**config.mk**
```make
export PLATFORM = sky130hd
export DESIGN_NAME = bram_arbiter
export DESIGN_NICKNAME = d
export VERILOG_FILES = /design/src/rtl/bram_arb_pkg.sv /design/src/rtl/bram_arb_rr.sv /design/src/rtl/bram_arbiter.sv
export SDC_FILE = /design/constraint.sdc
export NUM_CORES = 1
export LEC_CHECK = 0
export ABC_AREA = 1
export CORE_MARGIN = 2
export CORE_UTILIZATION = 35
export DETAILED_ROUTE_END_ITERATION = 6
export GPL_TIMING_DRIVEN = 1
export PLACE_DENSITY = 0.85
export SETUP_SLACK_MARGIN = 0.3
export SLEW_MARGIN = 20
export SYNTH_ARGS = -nofsm -noshare
export SYNTH_HDL_FRONTEND = slang
export SYNTH_HIERARCHICAL = 1
export SYNTH_SLANG_ARGS = --single-unit
```
**constraint.sdc**
```tcl
create_clock -name clk -period 2.9 [get_ports clk]
set_input_delay 0.58 -clock clk [delete_from_list [all_inputs] [get_ports clk]]
set_output_delay 0.58 -clock clk [all_outputs]
set_load 0.02 [all_outputs]
```
**src/rtl/bram_arb_pkg.sv**
```systemverilog
// Shared types and constants for the two-port block-RAM arbiter.
// Optional power-on RAM clear is selected with BRAM_ARB_CLEAR_EN.
package bram_arb_pkg;

  typedef enum logic {
    StateInit = 1'b0,
    StateRun  = 1'b1
  } state_e;

  localparam logic GrantP0 = 1'b0;
  localparam logic GrantP1 = 1'b1;

endpackage

```
**src/rtl/bram_arb_rr.sv**
```systemverilog
// Two-way round-robin grant: under contention the port that did not win last time wins.
// Purely combinational; grant is one-hot or zero.
module bram_arb_rr
  import bram_arb_pkg::*;
(
  input  logic [1:0] req,
  input  logic       last_grant,
  output logic [1:0] grant
);

  always_comb begin
    grant    = 2'b00;
    grant[0] = req[0] & (~req[1] | (last_grant == GrantP1));
    grant[1] = req[1] & (~req[0] | (last_grant == GrantP0));
  end

endmodule

```
**src/rtl/bram_arbiter.sv**
```systemverilog
// Round-robin arbiter for one single-port byte-enabled RAM: port 0 read-only, port 1 read/write.
// Responses are registered one cycle after acceptance; BRAM_ARB_CLEAR_EN adds a zero-fill INIT phase.
module bram_arbiter
  import bram_arb_pkg::*;
#(
  parameter  int AddressBitWidth = 16,
  parameter  int DataBitWidth    = 32,
  parameter  int ColumnBitWidth  = 8,
  localparam int ColumnCount     = DataBitWidth / ColumnBitWidth
) (
  input  logic                       clk,
  input  logic                       rst,
  input  logic                       p0_req,
  input  logic [AddressBitWidth-1:0] p0_addr,
  output logic                       p0_ready,
  output logic                       p0_rvalid,
  output logic [DataBitWidth-1:0]    p0_rdata,
  input  logic                       p1_req,
  input  logic [ColumnCount-1:0]     p1_we,
  input  logic [AddressBitWidth-1:0] p1_addr,
  input  logic [DataBitWidth-1:0]    p1_wdata,
  output logic                       p1_ready,
  output logic                       p1_rvalid,
  output logic [DataBitWidth-1:0]    p1_rdata,
  output logic                       busy,
  output logic [ColumnCount-1:0]     ram_we,
  output logic [AddressBitWidth-1:0] ram_addr,
  output logic [DataBitWidth-1:0]    ram_din,
  input  logic [DataBitWidth-1:0]    ram_dout
);

  logic                    run;
  logic [1:0]              req;
  logic [1:0]              grant;
  logic                    last_grant_q, last_grant_d;
  logic                    p0_rvalid_q, p0_rvalid_d;
  logic                    p1_rvalid_q, p1_rvalid_d;
  logic [DataBitWidth-1:0] p0_rdata_q, p0_rdata_d;
  logic [DataBitWidth-1:0] p1_rdata_q, p1_rdata_d;

`ifdef BRAM_ARB_CLEAR_EN
  localparam logic [AddressBitWidth-1:0] AddrOne = 1;

  state_e                     state_q, state_d;
  logic [AddressBitWidth-1:0] clr_q, clr_d;
  logic                       busy_q, busy_d;

  always_comb begin
    state_d = state_q;
    clr_d   = clr_q;
    busy_d  = busy_q;
    if (state_q == StateInit) begin
      clr_d = clr_q + AddrOne;
      if (clr_q == '1) begin
        state_d = StateRun;
        busy_d  = 1'b0;
      end
    end
  end

  always_ff @(posedge clk or posedge rst) begin
    if (rst) begin
      state_q <= StateInit;
      clr_q   <= '0;
      busy_q  <= 1'b1;
    end else begin
      state_q <= state_d;
      clr_q   <= clr_d;
      busy_q  <= busy_d;
    end
  end

  assign run  = ~rst & (state_q == StateRun);
  assign busy = busy_q;
`else
  assign run  = ~rst;
  assign busy = 1'b0;
`endif

  // Requests are masked while in reset so nothing reaches the RAM or the ready lines.
  assign req = {p1_req, p0_req} & {2{run}};

  bram_arb_rr u_rr (
    .req        (req),
    .last_grant (last_grant_q),
    .grant      (grant)
  );

  always_comb begin
    ram_we   = '0;
    ram_addr = '0;
    ram_din  = '0;
    if (grant[1]) begin
      ram_we   = p1_we;
      ram_addr = p1_addr;
      ram_din  = p1_wdata;
    end else if (grant[0]) begin
      ram_addr = p0_addr;
    end
`ifdef BRAM_ARB_CLEAR_EN
    if (~rst && state_q == StateInit) begin
      ram_we   = '1;
      ram_addr = clr_q;
      ram_din  = '0;
    end
`endif
  end

  // ram_dout reflects the pre-write word, so port 1 writes return the old contents.
  always_comb begin
    last_grant_d = last_grant_q;
    if (grant[1]) begin
      last_grant_d = GrantP1;
    end else if (grant[0]) begin
      last_grant_d = GrantP0;
    end
    p0_rvalid_d = grant[0];
    p1_rvalid_d = grant[1];
    p0_rdata_d  = grant[0] ? ram_dout : p0_rdata_q;
    p1_rdata_d  = grant[1] ? ram_dout : p1_rdata_q;
  end

  always_ff @(posedge clk or posedge rst) begin
    if (rst) begin
      last_grant_q <= GrantP1;
      p0_rvalid_q  <= 1'b0;
      p1_rvalid_q  <= 1'b0;
      p0_rdata_q   <= '0;
      p1_rdata_q   <= '0;
    end else begin
      last_grant_q <= last_grant_d;
      p0_rvalid_q  <= p0_rvalid_d;
      p1_rvalid_q  <= p1_rvalid_d;
      p0_rdata_q   <= p0_rdata_d;
      p1_rdata_q   <= p1_rdata_d;
    end
  end

  assign p0_ready  = grant[0];
  assign p1_ready  = grant[1];
  assign p0_rvalid = p0_rvalid_q;
  assign p1_rvalid = p1_rvalid_q;
  assign p0_rdata  = p0_rdata_q;
  assign p1_rdata  = p1_rdata_q;

endmodule
```
---- After elaboration in Yosys (flattened, before gate mapping) ----
Cells that the tools add are included.
storage, ports and cells
  input bits .............................. 104
  word-level logic and storage cells ...... 21
  flip-flop bits (word level) ............. 67
operators by class
  reductions and logical operators ........ 1
  bitwise gates (word level) .............. 9
  multiplexer cells ....................... 6
operators with widths
  operator            number
  16-bit 2-to-1 mux   2
  32-bit 2-to-1 mux   1
  4-bit 2-to-1 mux    1
  1-bit NOT           4
  1-bit bitwise AND   2
  2-bit bitwise AND   1
  1-bit 2-to-1 mux    2
  1-bit bitwise OR    2
  2-bit nonzero test  1

---- Depth between registers and ports, before layout ----
Gate-level depths: netlist of the first run.
  depth in word-level cells ............... 7
  gate-level depth with buffers ........... 8

---- Cells and area by module ----
Netlist of the first run, hierarchy kept.
modules (own cells, without submodules)
  module        cells each  sequential area each (um2)  area each (um2)  times used
  bram_arbiter  412         1677.9                      3072.9           1
  bram_arb_rr   4           0.0                         27.5             1

---- Worst setup path before layout of the first run ----
OpenSTA, ideal clock, no wires.
  kind .................................... input-to-output
  from .................................... in p1_req
  to ...................................... out ram_din[0]
  stages on the path ...................... 7
  arrival time ............................ 1.719 ns
  path buffers ............................ 2
  setup slack ............................. 0.601 ns
  path through ............................ inv_1 > nor2_1 > a21boi_2 > buf_4 > buf_2 > nand2_1 > inv_1
on the way
  word-level cells in the longest chain between the ends .. 3
ends and longest elaborated chain
  element             line                text
  start: declaration  bram_arbiter.sv:18  input logic p1_req,
  2-bit bitwise AND   bram_arbiter.sv:81  assign req = {p1_req, p0_req} & {2{run}};
  named net req[1]    bram_arbiter.sv:33  logic [1:0] req;
  1-bit bitwise AND   bram_arb_rr.sv:14   grant[1] = req[1] & (~req[0] | (last_grant == GrantP0));
  named net p1_ready  bram_arbiter.sv:22  output logic p1_ready,
  32-bit 2-to-1 mux   bram_arbiter.sv:93  if (grant[1]) begin
  end: declaration    bram_arbiter.sv:28  output logic [DataBitWidth-1:0] ram_din,
The timed path passes the listed nets, and every way through them passes these cells.

---- Worst setup path after layout of the first run ----
  from .................................... in p1_req
  to ...................................... out p1_ready
on the way
  word-level cells in the longest chain between the ends .. 2
ends and longest elaborated chain
  element            line
  2-bit bitwise AND  bram_arbiter.sv:81
  named net req[1]   bram_arbiter.sv:33
  1-bit bitwise AND  bram_arb_rr.sv:14
  end: declaration   bram_arbiter.sv:22
The timed path passes the listed nets, and every way through them passes these cells.

==> run summary, run 1 <==
# hold bufs at CTS -> 0
worst setup path class -> primary input to output port
final net count -> 755
syn nets -> 520
layout cell share with drive strength beyond 1 -> 16.2%
grt met3 use -> 5.15%
total gr overflow -> 0
top-count cell post-synth -> nand2_1
Buffers & Inverters on Critical Path -> 6
Yosys cell types -> 14
EDFF count, synth -> 0
Async S/R FF share, synth -> 100%
Cell Area, Placed -> 5510 sq um
CP peak stage delay -> 0.45 ns
RSZ-0062 raised after global routing -> yes
Seq pwr share -> 38.2%
crit path DAT -> 1.97 ns
gr usage total -> 22.0%
GR Util met1 -> 26.5%
GPL Wtd Cong -> 0.775
CTS Buf Count -> 9
Comb power frac -> 33.7%
clk slew on worst S/H paths -> 0.08 ns
router iterations before antenna repair -> 4
Final Hold Fails -> 0
syn_area_per_cell -> 7.45 sq um
area leader, netlist -> dfrtp_1
Power Dens Cells -> 535 nW/um^2
overall power -> 0.00305 W
Crit path required time -> 2.32 ns
Syn-to-layout area delta -> 83.7%
crit path max fanout -> 8
Root Buffer Master -> clkbuf_8
CP Cell Sequence -> clkdlybuf4s50_1 > inv_1 > nor2_2 > a21boi_4 > buf_6 > buf_16 > buf_4 > buf_4
CTS tree -> done
Util after Layout -> 66.0%
# diodes -> 0
Initial Util -> 35.9%
status -> finished, final reports clean
row count -> 34
initial antenna violation count -> 0
Via density -> 4.45
Clk pwr share -> 28.1%
die area -> 9630 sq um
synthesis-stage register bit count -> 67
max-slew violations -> 0
DRT Wirelength -> 10900 um
antenna viol nets, final -> 0
HP Class -> flop to flop
# clock sinks -> 67
sw frac -> 31.9%
Synth top area share -> 53.3%
input/output buffers -> 223
Core Footprint -> 8640 sq um
Clock Path Buffers -> 2
Internal -> 0.00207 W
most used cell, CP -> buf_4
final instance area -> 5700 sq um
vias in the first global route -> 3421
drt drc -> 0
Max Fclk -> 0.392 GHz
Skew-Pair Late Insertion Delay -> 0.33 ns
fin crit share -> 88.1%
Die W -> 98.1 um
Gate Count Post-Synth -> 416
CTS H-tree lvls -> 3
detailed placement HPWL -> 8040 um
synth cell count leaders -> nand2_1 (196), inv_1 (74), dfrtp_1 (66)
Avg WL per Cell -> 14.3 um
Ports -> 225
first-pass GRT wire length -> 17000 um
Syn Std Cell Area -> 3100 sq um
largest net degree at the start of global routing -> 50
Crit path max-delay family -> buffers and inverters
Fillers -> 721
initial DRC count -> 131
Worst Setup Start Kind -> primary input
Net Switching -> 0.000971 W
Die Ht -> 98.1 um
Synth warnings -> 6
Clock Skews -> 0.00912 ns
peak supply drop -> 0.000392 V
Crit. End Element -> output port
Main synth FF type -> dfrtp_1
top post-synthesis cells by area -> dfrtp_1 (53%), nand2_1 (24%), inv_1 (9.0%), o21ai_0 (5.3%), buf_2 (2.6%)
via count -> 3398
final setup fails -> 0
fin crit period -> 2.55 ns
global routing's busiest layer -> met2
met2 Track Usage GR -> 39.2%
MaxCap Viol Count -> 0
sequential share of the synthesized area -> 54.1%
Critical Path Slowest Stage Cell -> clkdlybuf4s50_1
Pleak -> 3.08 nW
-- cells by family (layout without fill, tap and decap cells) --
logic type             after synthesis  count (layout)  synth area share [%]
AND/OR/NAND/NOR                    214             214                  26.6
buffers and inverters               99             339                  13.2
flip-flops                          67              67                  54.1
AO/OA/AOI/OAI                       35              35                  5.97
other                                1               1                 0.121
-- power by group through the flow --
stage	clock network [W]	registers (W)	logic, W
2_1_floorplan	0	0.00135	0.000256
3_3_place_gp	0	0.00117	0.00101
3_5_place_dp	0	0.00118	0.00103
4_1_cts	0.000883	0.00116	0.00102
5_1_grt	0.000921	0.00118	0.00110
6_report	0.000854	0.00116	0.00103
-- sequential cells by signal, summed over array words and instances, names as in the netlist --
name	cells
p0_rdata	32
p0_rvalid	1
p1_rvalid	1
p1_rdata	32
last_grant_q	1
-- cells in the final DEF, fill, tap and decap left out, types with 2 or more instances in the layout --
cell               n
buf_12             5
inv_2              3
nand3_1           16
inv_1             71
clkbuf_8           9
o21ai_0           33
inv_6              3
clkdlybuf4s50_1  167
buf_2             38
buf_6              5
nand2_1          194
nand2_2            2
dfrtp_1           66
bufinv_16          2
buf_4             27
clkbuf_16          2
clkinvlp_4         3
-- per-layer routing --
| metal | routed length (um) | vias to the layer above |
|---|---|---|
| met4 | 146 | 0 |
| met5 | 0 | - |
| met1 | 4440 | 1568 |
| met3 | 708 | 16 |
| li1 | - | 1684 |
| met2 | 5610 | 130 |
-- stage by stage --
step | instances | setup WS, ns | hold slack, ns | setup TNS, ns
after global placement | 738 | -0.269 | 0.453 | -10.06
after global routing | 764 | 0.287 | 0.499 | 0
final | 764 | 0.347 | 0.473 | 0
after floorplan | 416 | 0.601 | 0.463 | 0
after CTS | 760 | 0.268 | 0.476 | 0
after detailed placement | 738 | -0.308 | 0.457 | -12.10
-- worst reg2reg max path: stages (launching register included) --
cell and delay [ns]:
dfstp_2 0.57, inv_1 0.08, a21oi_4 0.17, buf_12 0.14, buf_4 0.35, o21ai_0 0.20
-- what timing repair did --
item                       4_1_cts  5_1_grt
buffers inserted                 5        2
pin swaps                        0        2
gates resized for setup        222       23
setup endpoints to repair       53       31
gates cloned                     1        2
-- worst paths after layout --
check | startpoint | end | slack (ns) | cells past startpoint
hold reg to reg | p1_rdata[10] | p1_rdata[10] | 0.47 | 2
setup / recovery | p1_req | p1_ready | 0.35 | 8
setup reg to reg | last_grant_q | p0_rdata[8] | 1.25 | 5
max in group asynchronous | rst | last_grant_q | 1.76 | 3
hold / removal | p1_rdata[10] | p1_rdata[10] | 0.47 | 2
min in group asynchronous | rst | p1_rdata[24] | 0.50 | 2
-- area by class of cell --
type / count / area [sq um] / area share, %
Clock buffer: 9 / 124 / 2.17
Clock inverter: 7 / 100 / 1.76
Inverter: 75 / 287 / 5.03
Multi-Input combinational cell: 250 / 1040 / 18.3
Sequential cell: 67 / 1680 / 29.5
Tap cell: 108 / 135 / 2.37
Timing Repair Buffer: 248 / 2330 / 40.9
No activity file was read; power rests on OpenSTA's default activity.
==> run 2, diff against run 1 <==
--- a/config.mk
+++ b/config.mk
@@ -5,12 +5,12 @@
 export SDC_FILE = /design/constraint.sdc
 export NUM_CORES = 1
 export LEC_CHECK = 0
-export ABC_AREA = 1
 export CORE_MARGIN = 2
-export CORE_UTILIZATION = 35
+export CORE_UTILIZATION = 34
 export DETAILED_ROUTE_END_ITERATION = 6
+export GPL_ROUTABILITY_DRIVEN = 0
 export GPL_TIMING_DRIVEN = 1
-export PLACE_DENSITY = 0.85
+export PLACE_DENSITY = 0.84
 export SETUP_SLACK_MARGIN = 0.3
 export SLEW_MARGIN = 20
 export SYNTH_ARGS = -nofsm -noshare
==> run 2 against run 1 <==
  * First-iteration DRC count fell by 74%
  * Flip-flop and latch count did not move
  * Fmax barely moved
  * Worst setup slack improved by 0.00061 ns
  * Core utilization rose by 0.43 points
  * Non-clock buffer count fell by 9
  * Count of clock-buffer cells in the layout rose by 1
  * Synthesized cell count fell by 50%
  * Final cell count fell by 28%
  * Clock power fell by 10%
  * Critical endpoint is now ram_din[17]
==> run summary, run 2 <==
# diodes -> 0
Ports -> 225
largest net degree at the start of global routing -> 68
Comb power frac -> 36.0%
Die W -> 97.1 um
DRT Wirelength -> 9590 um
initial antenna violation count -> 0
syn nets -> 313
R2R setup slack -> 1.28 ns
Crit. End Element -> output port
die area -> 9420 sq um
Crit path required time -> 2.32 ns
vias in the first global route -> 2743
area leader, netlist -> dfrtp_1
Synth top area share -> 56.1%
syn_area_per_cell -> 14.1 sq um
router iterations before antenna repair -> 4
clk slew on worst S/H paths -> 0.07 ns
layout cell share with drive strength beyond 1 -> 27.7%
synthesis-stage register bit count -> 67
gr usage total -> 20.4%
fin crit period -> 2.55 ns
fin crit share -> 88.0%
Setup TNS Final -> 0 ns
RSZ-0062 raised after global routing -> yes
EDFF count, synth -> 0
Worst Setup Start Kind -> primary input
Clk pwr share -> 25.1%
Syn-to-layout area delta -> 87.2%
Pleak -> 2.45 nW
final net count -> 547
Power Dens Cells -> 555 nW/um^2
most used cell, CP -> dlygate4sd2_1
Net Switching -> 0.000928 W
Register-to-Register Path Depth -> 5
worst reg2reg path startpoint -> last_grant_q
Initial Util -> 35.5%
Fillers -> 652
peak supply drop -> 0.000466 V
CTS tree -> done
commonest non-fill, non-tap cells in the layout -> clkdlybuf4s50_1 (166), dfrtp_1 (66), mux2_2 (64)
initial DRC count -> 34
final setup fails -> 0
Seq pwr share -> 38.9%
Root Buffer Master -> clkbuf_8
total gr overflow -> 0
worst setup path class -> primary input to output port
via count -> 2534
CP Cell Sequence -> dlygate4sd2_1 > nor2b_4 > buf_6 > a21boi_4 > buf_4 > buf_12 > and2_1 > dlygate4sd2_1
crit path max fanout -> 34
CTS H-tree lvls -> 3
Critical Path Slowest Stage Cell -> dlygate4sd2_1
Avg WL per Cell -> 17.3 um
Gate Count Post-Synth -> 209
HP Class -> primary input to async pin
Max Fclk -> 0.392 GHz
CP peak stage delay -> 0.36 ns
Clock Path Buffers -> 2
Clock Skews -> 0.00441 ns
input/output buffers -> 223
top post-synthesis cells by area -> dfrtp_1 (56%), mux2_2 (24%), and2_1 (7.6%), a22o_1 (4.8%), buf_4 (1.8%)
Skew-Pair Late Insertion Delay -> 0.33 ns
Core Footprint -> 8300 sq um
max-slew violations -> 0
first-pass GRT wire length -> 15300 um
status -> finished, final reports clean
sw frac -> 30.3%
antenna viol nets, final -> 0
commonest non-fill, non-tap cell in the layout -> clkdlybuf4s50_1
sequential share of the synthesized area -> 57.0%
worst r2r dst -> p0_rdata[18]
# clock sinks -> 67
# hold bufs at CTS -> 0
Main synth FF type -> dfrtp_1
Internal -> 0.00213 W
crit path DAT -> 1.97 ns
MaxCap Viol Count -> 0
Synth warnings -> 6
Yosys cell types -> 15
Final Hold Slack -> 0.484 ns
Async S/R FF share, synth -> 100%
detailed placement HPWL -> 7220 um
top-count cell post-synth -> dfrtp_1
Syn Std Cell Area -> 2940 sq um
row count -> 33
Final Hold Fails -> 0
CTS Buf Count -> 9
Via density -> 4.58
drt drc -> 0
synth cell count leaders -> dfrtp_1 (66), mux2_2 (64), and2_1 (36)
Die Ht -> 97.1 um
-- run 2: worst max path at each step --
stage / start / end / cells after the start
final: p0_req / ram_din[17] / 8
after detailed placement: p1_req / ram_addr[9] / 6
after global placement: p1_req / ram_addr[9] / 6
after global routing: p0_req / ram_din[24] / 8
after floorplan: p0_req / ram_addr[10] / 7
after CTS: rst / p0_ready / 7
-- run 2: logic make-up after synthesis --
family	count (synthesis)	share of synthesized area (%)
DFF	67	57.0
muxes	64	24.5
and+or+nand+nor	39	8.54
AOI/OAI and AO/OA	19	5.52
buffers and inverters	19	4.33
other	1	0.127
-- run 2: stage by stage --
step | total power [W] | worst slack, ns | area (sq um) | util, % | cells
2_1_floorplan | 0.00170 | 0.470 | 2950 | - | 209
3_3_place_gp | 0.00230 | -0.288 | 5330 | 64.2 | 531
3_5_place_dp | 0.00233 | -0.331 | 5330 | 64.2 | 531
4_1_cts | 0.00310 | 0.313 | 5510 | 66.4 | 553
5_1_grt | 0.00321 | 0.295 | 5510 | 66.4 | 553
6_report | 0.00306 | 0.347 | 5510 | 66.4 | 553
-- run 2: layer usage --
layer	track usage [%]	vias up	routed length [um]
met5	0	-	0
met4	5.20	0	95
met3	7.19	10	757
met2	36.5	116	5090
met1	23.0	1217	3640
li1	-	1191	-
-- run 2: area by class of cell --
class,count,area (sq um),share of cell area [%]
flip-flops and latches,67,1680,30.4
repair buffers,239,2310,42.0
clock inverters,6,63.8,1.16
inverters,3,11.3,0.204
multi-input cells,123,1180,21.3
well taps,105,131,2.38
clock buffers,10,138,2.50
-- run 2: critical path: cells and delay by family --
| kind | cells | cell delay (ns) |
|---|---|---|
| compound gates | 1 | 0.13 |
| buf+inv | 5 | 1.00 |
| simple gates | 2 | 0.26 |
-- run 2: what timing repair did --
action,in CTS,in global routing
pin swaps,3,0
gates resized for setup,119,17
setup buffers,5,0
endpoints found under the setup margin,54,51
gates cloned,1,0
-- run 2: power groups by stage --
stage               sequential, W  combinational (W)  clock, W
finish                    0.00119            0.00110  0.000768
global route              0.00121            0.00116  0.000839
detailed placement        0.00121            0.00112         0
floorplan                 0.00140           0.000300         0
global placement          0.00120            0.00111         0
CTS                       0.00119            0.00111  0.000796
==> run 3, diff against run 2 <==
==> constraint.sdc (replaced) <==
create_clock -name clk -period 2.9 [get_ports clk]
set_input_delay 0.58 -clock clk [delete_from_list [all_inputs] [get_ports clk]]
set_output_delay 0.58 -clock clk [all_outputs]
set_load 0.1 [all_outputs]
==> run 3 against run 2 <==
  * Sequential power is essentially flat
  * Worst hold slack worse by 0.0070 ns
  * Critical path depth is the same
  * Critical endpoint is now ram_addr[3]
  * Critical path type unchanged
  * Global-route usage grew 3.4 points
  * Die area did not move
  * First-iteration DRC count is 71% higher
  * Final area increased by 13%
  * Count of clock-buffer cells in the layout grew 1
  * Register-to-register slack got worse by 0.05 ns
==> run summary, run 3 (synthesized netlist as in run 2, its figures left out) <==
crit path max fanout -> 8
HP Class -> primary input to async pin
peak supply drop -> 0.000753 V
drt drc -> 0
gr usage total -> 23.8%
detailed placement HPWL -> 8610 um
pre-CTS WS -> -0.0537 ns
Util after Layout -> 75.0%
DRT Wirelength -> 11000 um
Die W -> 97.1 um
first-pass GRT wire length -> 17300 um
Avg WL per Cell -> 20.0 um
vias in the first global route -> 2942
total gr overflow -> 0
Root Buffer Master -> clkbuf_8
fin crit share -> 87.5%
Final Hold Slack -> 0.476 ns
Crit path required time -> 2.32 ns
MaxCap Viol Count -> 0
via count -> 2627
Syn-to-layout area delta -> 112%
crit path DAT -> 1.96 ns
Setup TNS Final -> 0 ns
CTS Buf Count -> 9
Pleak -> 2.77 nW
# diodes -> 0
Skew-Pair Late Insertion Delay -> 0.34 ns
R2R setup slack -> 1.23 ns
commonest non-fill, non-tap cell in the layout -> clkdlybuf4s50_1
final setup fails -> 0
largest net degree at the start of global routing -> 68
met2 Track Usage GR -> 44.2%
commonest non-fill, non-tap cells in the layout -> clkdlybuf4s50_1 (100), buf_4 (70), dfrtp_1 (66)
worst setup path class -> primary input to output port
initial DRC count -> 58
clk slew on worst S/H paths -> 0.08 ns
CP Capture Point -> ram_addr[3]
antenna viol nets, final -> 0
die area -> 9420 sq um
fin crit period -> 2.54 ns
Crit. End Element -> output port
Critical Path Start -> p1_req
Final Hold Fails -> 0
input/output buffers -> 223
Max Fclk -> 0.394 GHz
CTS tree -> done
final instance area -> 6230 sq um
max-slew violations -> 0
router iterations before antenna repair -> 4
global routing's busiest layer -> met2
# clock sinks -> 67
GR Util met1 -> 25.1%
Initial Util -> 35.5%
Worst Setup Start Kind -> primary input
RSZ-0062 raised after global routing -> no
Cell Area, Placed -> 5910 sq um
worst reg2reg path startpoint -> last_grant_q
Clock Skews -> 0.0125 ns
CTS H-tree lvls -> 3
Die Ht -> 97.1 um
layout cell share with drive strength beyond 1 -> 61.2%
initial antenna violation count -> 0
Via density -> 4.77
final net count -> 545
Final WS setup -> 0.362 ns
Power Dens Cells -> 714 nW/um^2
row count -> 33
Core Footprint -> 8300 sq um
grt met3 use -> 9.21%
Clock Path Buffers -> 2
status -> finished, final reports clean
Register-to-Register Path Depth -> 4
worst r2r dst -> p0_rdata[30]
Ports -> 225
## run 3: cell types whose count changed in the layout (fill, tap and decap cells not counted), moves of 5 or more
cell / change
a22o_1: -16
a22o_4: +16
and2_1: -36
and2_4: +36
buf_12: +52
buf_2: -13
buf_4: +60
clkbuf_2: -5
clkdlybuf4s15_1: -7
clkdlybuf4s50_1: -66
dlygate4sd2_1: -27
## run 3: per-stage QoR
step / std cells / total power, W
final: 551 / 0.00445
after global placement: 528 / 0.00366
after detailed placement: 528 / 0.00369
after CTS: 551 / 0.00449
after floorplan: 209 / 0.00299
after global routing: 551 / 0.00459
## run 3: layout make-up
| cell class | instances | area [sq um] |
|---|---|---|
| Sequential cell | 67 | 1680 |
| Tap cell | 105 | 131 |
| Clock buffer | 11 | 141 |
| Timing Repair Buffer | 237 | 2810 |
| Clock inverter | 5 | 52.6 |
| Multi-Input combinational cell | 123 | 1410 |
| Inverter | 3 | 11.3 |
| Fill cell | 513 | 2070 |
## run 3: repair_timing
item | in CTS | in global routing
gates resized for setup | 13 | 0
setup endpoints to repair | 54 | 0
hold buffers | 0 | 0
buffers inserted | 5 | 0
## run 3: power by group
| group | switching, W | leakage, nW | total, W | internal (W) |
|---|---|---|---|---|
| logic | 0.00180 | 1.88 | 0.00250 | 0.000694 |
| clock network | 0.000345 | 0.0991 | 0.000761 | 0.000416 |
| registers | 0.0000901 | 0.788 | 0.00119 | 0.00110 |
## run 3: worst min-delay path by stage
stage / slack [ns] / start / to
4_1_cts: 0.47 / rst / p1_rdata[4]
5_1_grt: 0.48 / rst / p1_rdata[4]
3_3_place_gp: 0.49 / p0_rdata[5] / p0_rdata[5]
3_5_place_dp: 0.50 / p0_rdata[31] / p0_rdata[31]
6_report: 0.48 / rst / p1_rdata[4]
2_1_floorplan: 0.54 / last_grant_q / last_grant_q
## run 3: metal layers
layer  vias up  routed length (um)
met4         0                 175
met5         -                   0
met1      1295                3800
met3        15                 940
li1       1190                   -
met2       127                6100
## run 3: critical path, stage by stage
cell and delay [ns]:
dlygate4sd2_1 0.23, nor2b_4 0.12, buf_6 0.11, a21boi_4 0.16, nor2b_4 0.27, buf_12 0.17
a22o_4 0.13, buf_12 0.17
